==> config.mk <==
export PLATFORM = sky130hd
export DESIGN_NAME = fsm_control_param
export DESIGN_NICKNAME = d
export VERILOG_FILES = /design/src/rtl/fsm_control_param.sv
export SDC_FILE = /design/constraint.sdc
export NUM_CORES = 1
export LEC_CHECK = 0
export ABC_AREA = 1
export CAP_MARGIN = 15
export CORE_AREA = 2 2 64 66
export DETAILED_ROUTE_END_ITERATION = 10
export DIE_AREA = 0 0 66 68
export GPL_ROUTABILITY_DRIVEN = 0
export GPL_TIMING_DRIVEN = 0
export PLACE_DENSITY = 0.75
export SLEW_MARGIN = 20
export SYNTH_ARGS = -nofsm -noshare
export SYNTH_HDL_FRONTEND = slang
export SYNTH_SLANG_ARGS = --single-unit
==> constraint.sdc <==
create_clock -name clk -period 3.61 [get_ports clk]
set_input_delay 0.722 -clock clk [delete_from_list [all_inputs] [get_ports clk]]
set_output_delay 0.722 -clock clk [all_outputs]
set_load 0.01 [all_outputs]
==> src/rtl/fsm_control_param.sv <==
// -----------------------------------------------------------------------------
// fsm_control_param
//
// Link control sequencer. Walks the link through RESET/INIT/IDLE/ACTIVE/ERROR,
// latches the per-FIFO almost-full/almost-empty thresholds while in INIT, and
// reports idle/active/error status to the datapath from the FIFO flags.
//
// Parameters
//   NUM_FIFOS   : number of monitored FIFOs (>= 1)
//   UMB_W       : width of a single threshold field
//   IDLE_CYCLES : consecutive all-empty cycles in ACTIVE before dropping to IDLE
//
// Ports
//   clk            in   rising-edge clock
//   reset          in   asynchronous, active-low reset
//   init           in   request (re)initialisation / threshold load
//   umbrales_in    in   threshold fields, field i = [i*UMB_W +: UMB_W]
//   fifo_empty     in   per-FIFO empty flags
//   fifo_error     in   per-FIFO overflow/underflow error flags
//   err_clear      in   clears sticky errors and leaves ERROR
//   umbrales_out   out  registered threshold copy for the FIFOs
//   umbrales_valid out  umbrales_out holds a committed set
//   state_o        out  RESET=0 INIT=1 IDLE=2 ACTIVE=3 ERROR=4
//   idle           out  state_o == IDLE
//   active         out  state_o == ACTIVE
//   error          out  sticky OR of fifo_error since the last clear
//   error_any      out  |error
// -----------------------------------------------------------------------------
module fsm_control_param #(
    parameter int NUM_FIFOS   = 5,
    parameter int UMB_W       = 4,
    parameter int IDLE_CYCLES = 3
) (
    input  logic                         clk,
    input  logic                         reset,
    input  logic                         init,
    input  logic [NUM_FIFOS*UMB_W-1:0]   umbrales_in,
    input  logic [NUM_FIFOS-1:0]         fifo_empty,
    input  logic [NUM_FIFOS-1:0]         fifo_error,
    input  logic                         err_clear,
    output logic [NUM_FIFOS*UMB_W-1:0]   umbrales_out,
    output logic                         umbrales_valid,
    output logic [2:0]                   state_o,
    output logic                         idle,
    output logic                         active,
    output logic [NUM_FIFOS-1:0]         error,
    output logic                         error_any
);

    localparam int CNT_W = $clog2(IDLE_CYCLES + 1);
    // Count value on which the last all-empty cycle of the debounce window lands.
    localparam logic [CNT_W-1:0] CNT_LAST = CNT_W'(IDLE_CYCLES - 1);

    typedef enum logic [2:0] {
        ST_RESET  = 3'd0,
        ST_INIT   = 3'd1,
        ST_IDLE   = 3'd2,
        ST_ACTIVE = 3'd3,
        ST_ERROR  = 3'd4
    } state_e;

    state_e                       state_q, state_d;
    logic [NUM_FIFOS*UMB_W-1:0]   umb_q, umb_d;
    logic                         valid_q, valid_d;
    logic [NUM_FIFOS-1:0]         err_q, err_d;
    logic [CNT_W-1:0]             cnt_q, cnt_d;

    logic                         err_hit_s;
    logic                         all_empty_s;

    assign err_hit_s   = |fifo_error;
    assign all_empty_s = &fifo_empty;

    // Next-state and next-register computation; error detection outranks every
    // other request in the operating states, including init.
    always_comb begin
        state_d = state_q;
        umb_d   = umb_q;
        valid_d = valid_q;
        err_d   = err_q;
        cnt_d   = cnt_q;
        case (state_q)
            ST_RESET: begin
                state_d = ST_INIT;
                cnt_d   = {CNT_W{1'b0}};
            end
            ST_INIT: begin
                if (err_hit_s) begin
                    state_d = ST_ERROR;
                    err_d   = err_q | fifo_error;
                    cnt_d   = {CNT_W{1'b0}};
                end else begin
                    // Thresholds track the input every INIT cycle; the value
                    // present on the exit edge is the committed one.
                    umb_d = umbrales_in;
                    if (!init) begin
                        state_d = ST_IDLE;
                        valid_d = 1'b1;
                    end else begin
                        valid_d = 1'b0;
                    end
                end
            end
            ST_IDLE: begin
                if (err_hit_s) begin
                    state_d = ST_ERROR;
                    err_d   = err_q | fifo_error;
                    cnt_d   = {CNT_W{1'b0}};
                end else if (init) begin
                    state_d = ST_INIT;
                    valid_d = 1'b0;
                    cnt_d   = {CNT_W{1'b0}};
                end else if (!all_empty_s) begin
                    state_d = ST_ACTIVE;
                    cnt_d   = {CNT_W{1'b0}};
                end else begin
                    cnt_d   = {CNT_W{1'b0}};
                end
            end
            ST_ACTIVE: begin
                if (err_hit_s) begin
                    state_d = ST_ERROR;
                    err_d   = err_q | fifo_error;
                    cnt_d   = {CNT_W{1'b0}};
                end else if (init) begin
                    state_d = ST_INIT;
                    valid_d = 1'b0;
                    cnt_d   = {CNT_W{1'b0}};
                end else if (all_empty_s) begin
                    // Debounce: only a full window of consecutive empty
                    // cycles drops the link back to IDLE.
                    if (cnt_q == CNT_LAST) begin
                        state_d = ST_IDLE;
                        cnt_d   = {CNT_W{1'b0}};
                    end else begin
                        cnt_d   = cnt_q + {{(CNT_W-1){1'b0}}, 1'b1};
                    end
                end else begin
                    cnt_d   = {CNT_W{1'b0}};
                end
            end
            ST_ERROR: begin
                // init is deliberately ignored here; only err_clear leaves.
                if (err_clear && !err_hit_s) begin
                    state_d = ST_INIT;
                    err_d   = {NUM_FIFOS{1'b0}};
                    valid_d = 1'b0;
                end else begin
                    state_d = ST_ERROR;
                    err_d   = err_q | fifo_error;
                end
                cnt_d = {CNT_W{1'b0}};
            end
            default: begin
                // Corrupted state encoding: restart the sequence.
                state_d = ST_RESET;
                cnt_d   = {CNT_W{1'b0}};
            end
        endcase
    end

    // State and datapath registers with asynchronous active-low reset.
    always_ff @(posedge clk or negedge reset) begin
        if (!reset) begin
            state_q <= ST_RESET;
            umb_q   <= {(NUM_FIFOS*UMB_W){1'b0}};
            valid_q <= 1'b0;
            err_q   <= {NUM_FIFOS{1'b0}};
            cnt_q   <= {CNT_W{1'b0}};
        end else begin
            state_q <= state_d;
            umb_q   <= umb_d;
            valid_q <= valid_d;
            err_q   <= err_d;
            cnt_q   <= cnt_d;
        end
    end

    assign umbrales_out   = umb_q;
    assign umbrales_valid = valid_q;
    assign state_o        = state_q;
    assign error          = err_q;
    // Status decodes depend only on registered state, so they cannot glitch
    // on input activity.
    assign idle           = (state_q == ST_IDLE);
    assign active         = (state_q == ST_ACTIVE);
    assign error_any      = |err_q;

endmodule

==> key figures, run 1 <==
Outcome
  – Status: complete, no violations

Route
  – Routed met2 length: 1650 um
  – DR iter-0 viols: 72
  – Vias per inst: between 4 and 5
  – Routed wl met3: between 200 and 250 um
  – Top routing layer in use: met4
  – Post-DRT Antenna Nets: 0
  – Final WL: 3290 um
  – Vias: roughly 1400
  – Drc violations: 0
  – TritonRoute pass-1 iters: 6
  – WL/cell: 10.5 um
  – Met1 Wirelength: 1380 um

Clock tree
  – # H-tree levels: 2
  – Hold_buf cts: 0
  – Post-CTS Setup Bufs: 0
  – Clk Latency, worst-skew pair: between 0.2 and 0.3 ns
  – Clk root buf: clkbuf_8
  – CTS Buf Count: 5
  – CTS clock-pin slew for the worst setup and hold paths: approximately 0.060 ns
  – CTS sink count: 31
  – CTS tree: yes
  – Gates resized, CTS repair: 0
  – CTS Buffer Depth: 2

Global route
  – Antenna violations before repair: 0
  – Congestion Overflow GR: 0
  – GRT Resource Usage Total: 0.161
  – Largest net degree at the start of global routing: 32
  – First-pass GRT wire length: 5410 um
  – Number of global-route vias before repair: 1285

Synthesis
  – Number of flops mapped to enable cells by yosys: 0
  – Synth area leader: dfrtp_1
  – Async SR Flop Fraction: 1.00
  – Top post-synthesis cells by area: dfrtp_1 (53%), nand2_1 (21%), nand3_1 (5.1%), nor2_1 (4.9%), inv_1 (3.1%)
  – Synth Register Bits: 31
  – Cell count after synthesis: 190
  – Synth Warn #: 0
  – Post-synth cell types: 18
  – Top_reg_cell synth: dfrtp_1
  – Register area share after synthesis: 0.531
  – Post-synth top cells: nand2_1 (80), dfrtp_1 (31), nor2_1 (19)
  – Post-synthesis net count: 224
  – Most frequent cell after synthesis: nand2_1
  – Cell Area, Synth: 1460 um^2
  – Yosys top cell area share: 0.531
  – Syn avg cell area: 7.69 um^2

Final layout
  – Layout fillers: 394
  – Share of layout cells above drive strength 1: 0.0954
  – Final net count: 296
  – Ant. Diodes: 0
  – Final Util: 0.585
  – Layout Area Growth over Synthesis: 54.5%

Power
  – Pwr dens: 579 nW/um^2
  – Max VDD drop: 0.000326 V
  – Pleak: between 1 and 1.5 nW

Timing
  – Clk_skew: 0.00544 ns
  – Worst Tran Pin Value: 0.675 ns
  – Crit path time final: between 2 and 2.5 ns
  – RSZ-0062 raised after global routing: no
  – Setup violations, final: 0
  – Final Hold Fails: 0
  – F_max: between 400 and 500 MHz
  – Tcrit/Tclk final: 0.648
  – Setup TNS: 0 ns
  – Max Slew Vio Count: 0
  – Slew headroom: 0.550

Critical path
  – Critical path fanouts, max: 7
  – Reg2reg path depth: 7
  – Critical Path Sink: idle
  – WP data arrival: 1.62 ns
  – Worst r2r src: state_o[2]
  – Reg-to-reg setup timing slack: approximately 2.3 ns
  – Type of origin of the critical path: flop
  – Crit path from: state_o[2]
  – Worst Setup End Kind: output port
  – Reg2reg end: umbrales_out[7]
  – WP data required: ~2.9 ns
  – Critical path class: reg2out

Floorplanning
  – IO Count: 66
  – Row cnt: 23
  – Die area: between 4000 and 5000 um^2
  – Starting Density: 0.379
  – Core ar.: 3860 um^2
  – Die Ht: 68 um
  – Die Width: about 66 um

Placement
  – Port Buffers: 65
  – DP Wirelength: 2510 um

Min path
  – Hold crit path type: reg2reg

Flow run
  – Maximum Capacitance Violations: 0
[cell families (layout without fill, tap and decap cells)]
| logic type | after synthesis | in the layout | share of synthesized area |
|---|---|---|---|
| compound gates | 10 | 10 | 0.0368 |
| simple gates | 127 | 127 | 0.369 |
| flops | 31 | 31 | 0.531 |
| buf+inv | 22 | 94 | 0.0634 |
[area by class of cell]
type / instances / area [um^2] / share of cell area
Buffer: 4 / 25.0 / 0.0111
Clock buffer: 6 / 82.6 / 0.0366
Clock inverter: 1 / 5.00 / 0.00222
Inverter: 18 / 67.6 / 0.0299
Multi-Input combinational cell: 137 / 593 / 0.263
Sequential cell: 31 / 776 / 0.344
Tap cell: 50 / 62.6 / 0.0277
Timing Repair Buffer: 65 / 646 / 0.286
[cells in the final DEF, fill, tap and decap left out]
| cell | count |
|---|---|
| clkdlybuf4s50_1 | 64 |
| nor2_2 | 2 |
| buf_4 | 2 |
| a31oi_1 | 3 |
| nand3_2 | 3 |
| clkbuf_8 | 6 |
| dfrtp_1 | 31 |
| clkinv_2 | 1 |
| o21ai_1 | 2 |
| buf_2 | 3 |
| nand4_1 | 2 |
| a21oi_1 | 3 |
| nor2_4 | 1 |
| nor2_1 | 19 |
| inv_1 | 12 |
| nand2_2 | 1 |
| nand3_1 | 15 |
| o21ai_0 | 2 |
| nor3_1 | 4 |
| inv_2 | 6 |
| nand2_1 | 80 |
[worst min-delay path by stage]
stage                     start               end  cells after the start
2_1_floorplan             reset          cnt_q[0]                      0
3_3_place_gp    umbrales_out[8]   umbrales_out[8]                      2
3_5_place_dp   umbrales_out[17]  umbrales_out[17]                      2
4_1_cts        umbrales_out[17]  umbrales_out[17]                      2
5_1_grt         umbrales_out[9]   umbrales_out[9]                      2
6_report        umbrales_out[0]   umbrales_out[0]                      2
[state kept, by name, indices dropped and copies added, names as in the netlist]
signal / count
umbrales_out: 20
umbrales_valid: 1
state_o: 3
error: 5
cnt_q: 2
[worst max-delay path: stages (launching register included)]
cell and delay, ns:
dfrtp_1 0.46, nor2_2 0.19, nand2_1 0.11, inv_1 0.06, clkdlybuf4s50_1 0.52
[stage by stage]
stage | total power [mW] | setup WS, ns | hold WS, ns | instance area (um^2) | instances
after floorplan | 0.751 | 2.04 | 0.426 | 1460 | 190
after global placement | 1.04 | 1.21 | 0.454 | 2170 | 305
after detailed placement | 1.05 | 1.45 | 0.458 | 2170 | 305
after CTS | 1.33 | 1.25 | 0.473 | 2260 | 312
after global routing | 1.40 | 1.17 | 0.486 | 2260 | 312
final | 1.31 | 1.27 | 0.469 | 2260 | 312
[where the power goes]
| group | switching, mW | total, mW | internal (mW) | leakage [nW] |
|---|---|---|---|---|
| Combinational | 0.228 | 0.510 | 0.282 | 0.669 |
| Sequential | 0.0720 | 0.526 | 0.454 | 0.393 |
| Clock | 0.122 | 0.271 | 0.149 | 0.0470 |
| Total | 0.422 | 1.31 | 0.885 | 1.11 |
[per-layer routing]
| metal | global-route usage | vias to the layer above |
|---|---|---|
| met4 | 0.0561 | 0 |
| li1 | - | 738 |
| met2 | 0.283 | 39 |
| met5 | 0 | - |
| met3 | 0.0658 | 4 |
| met1 | 0.178 | 645 |
Power figures use the tool's default switching activity.
==> inputs of run 2 (changes only) <==
==> constraint.sdc (replaced) <==
create_clock -name clk -period 2.3 [get_ports clk]
set_input_delay 0.46 -clock clk [delete_from_list [all_inputs] [get_ports clk]]
set_output_delay 0.46 -clock clk [all_outputs]
set_load 0.01 [all_outputs]
==> results of run 2 <==
Same layout as run 1 (identical final DEF). Status: complete, no violations.
Main changes from that run: setup slack after placement 1.45 ns -> 0.398 ns; setup slack after layout 1.27 ns -> 0.221 ns; hold slack 0.469 ns -> 0.215 ns; register-to-register setup slack 2.26 ns -> 0.95 ns; total power 1.31 mW -> 2.05 mW; worst IR drop on VDD 0.000326 V -> 0.000511 V
==> inputs of run 3 (changes only) <==
--- a/config.mk
+++ b/config.mk
@@ -13,6 +13,7 @@
 export GPL_ROUTABILITY_DRIVEN = 0
 export GPL_TIMING_DRIVEN = 0
 export PLACE_DENSITY = 0.75
+export SKIP_CTS_REPAIR_TIMING = 1
 export SLEW_MARGIN = 20
 export SYNTH_ARGS = -nofsm -noshare
 export SYNTH_HDL_FRONTEND = slang
==> results of run 3 <==
Same layout as run 1 (identical final DEF). Status: complete, no violations.
Main changes from that run: setup slack after placement 1.45 ns -> 0.398 ns; setup slack after layout 1.27 ns -> 0.221 ns; hold slack 0.469 ns -> 0.215 ns; register-to-register setup slack 2.26 ns -> 0.95 ns; total power 1.31 mW -> 2.05 mW; worst IR drop on VDD 0.000326 V -> 0.000511 V
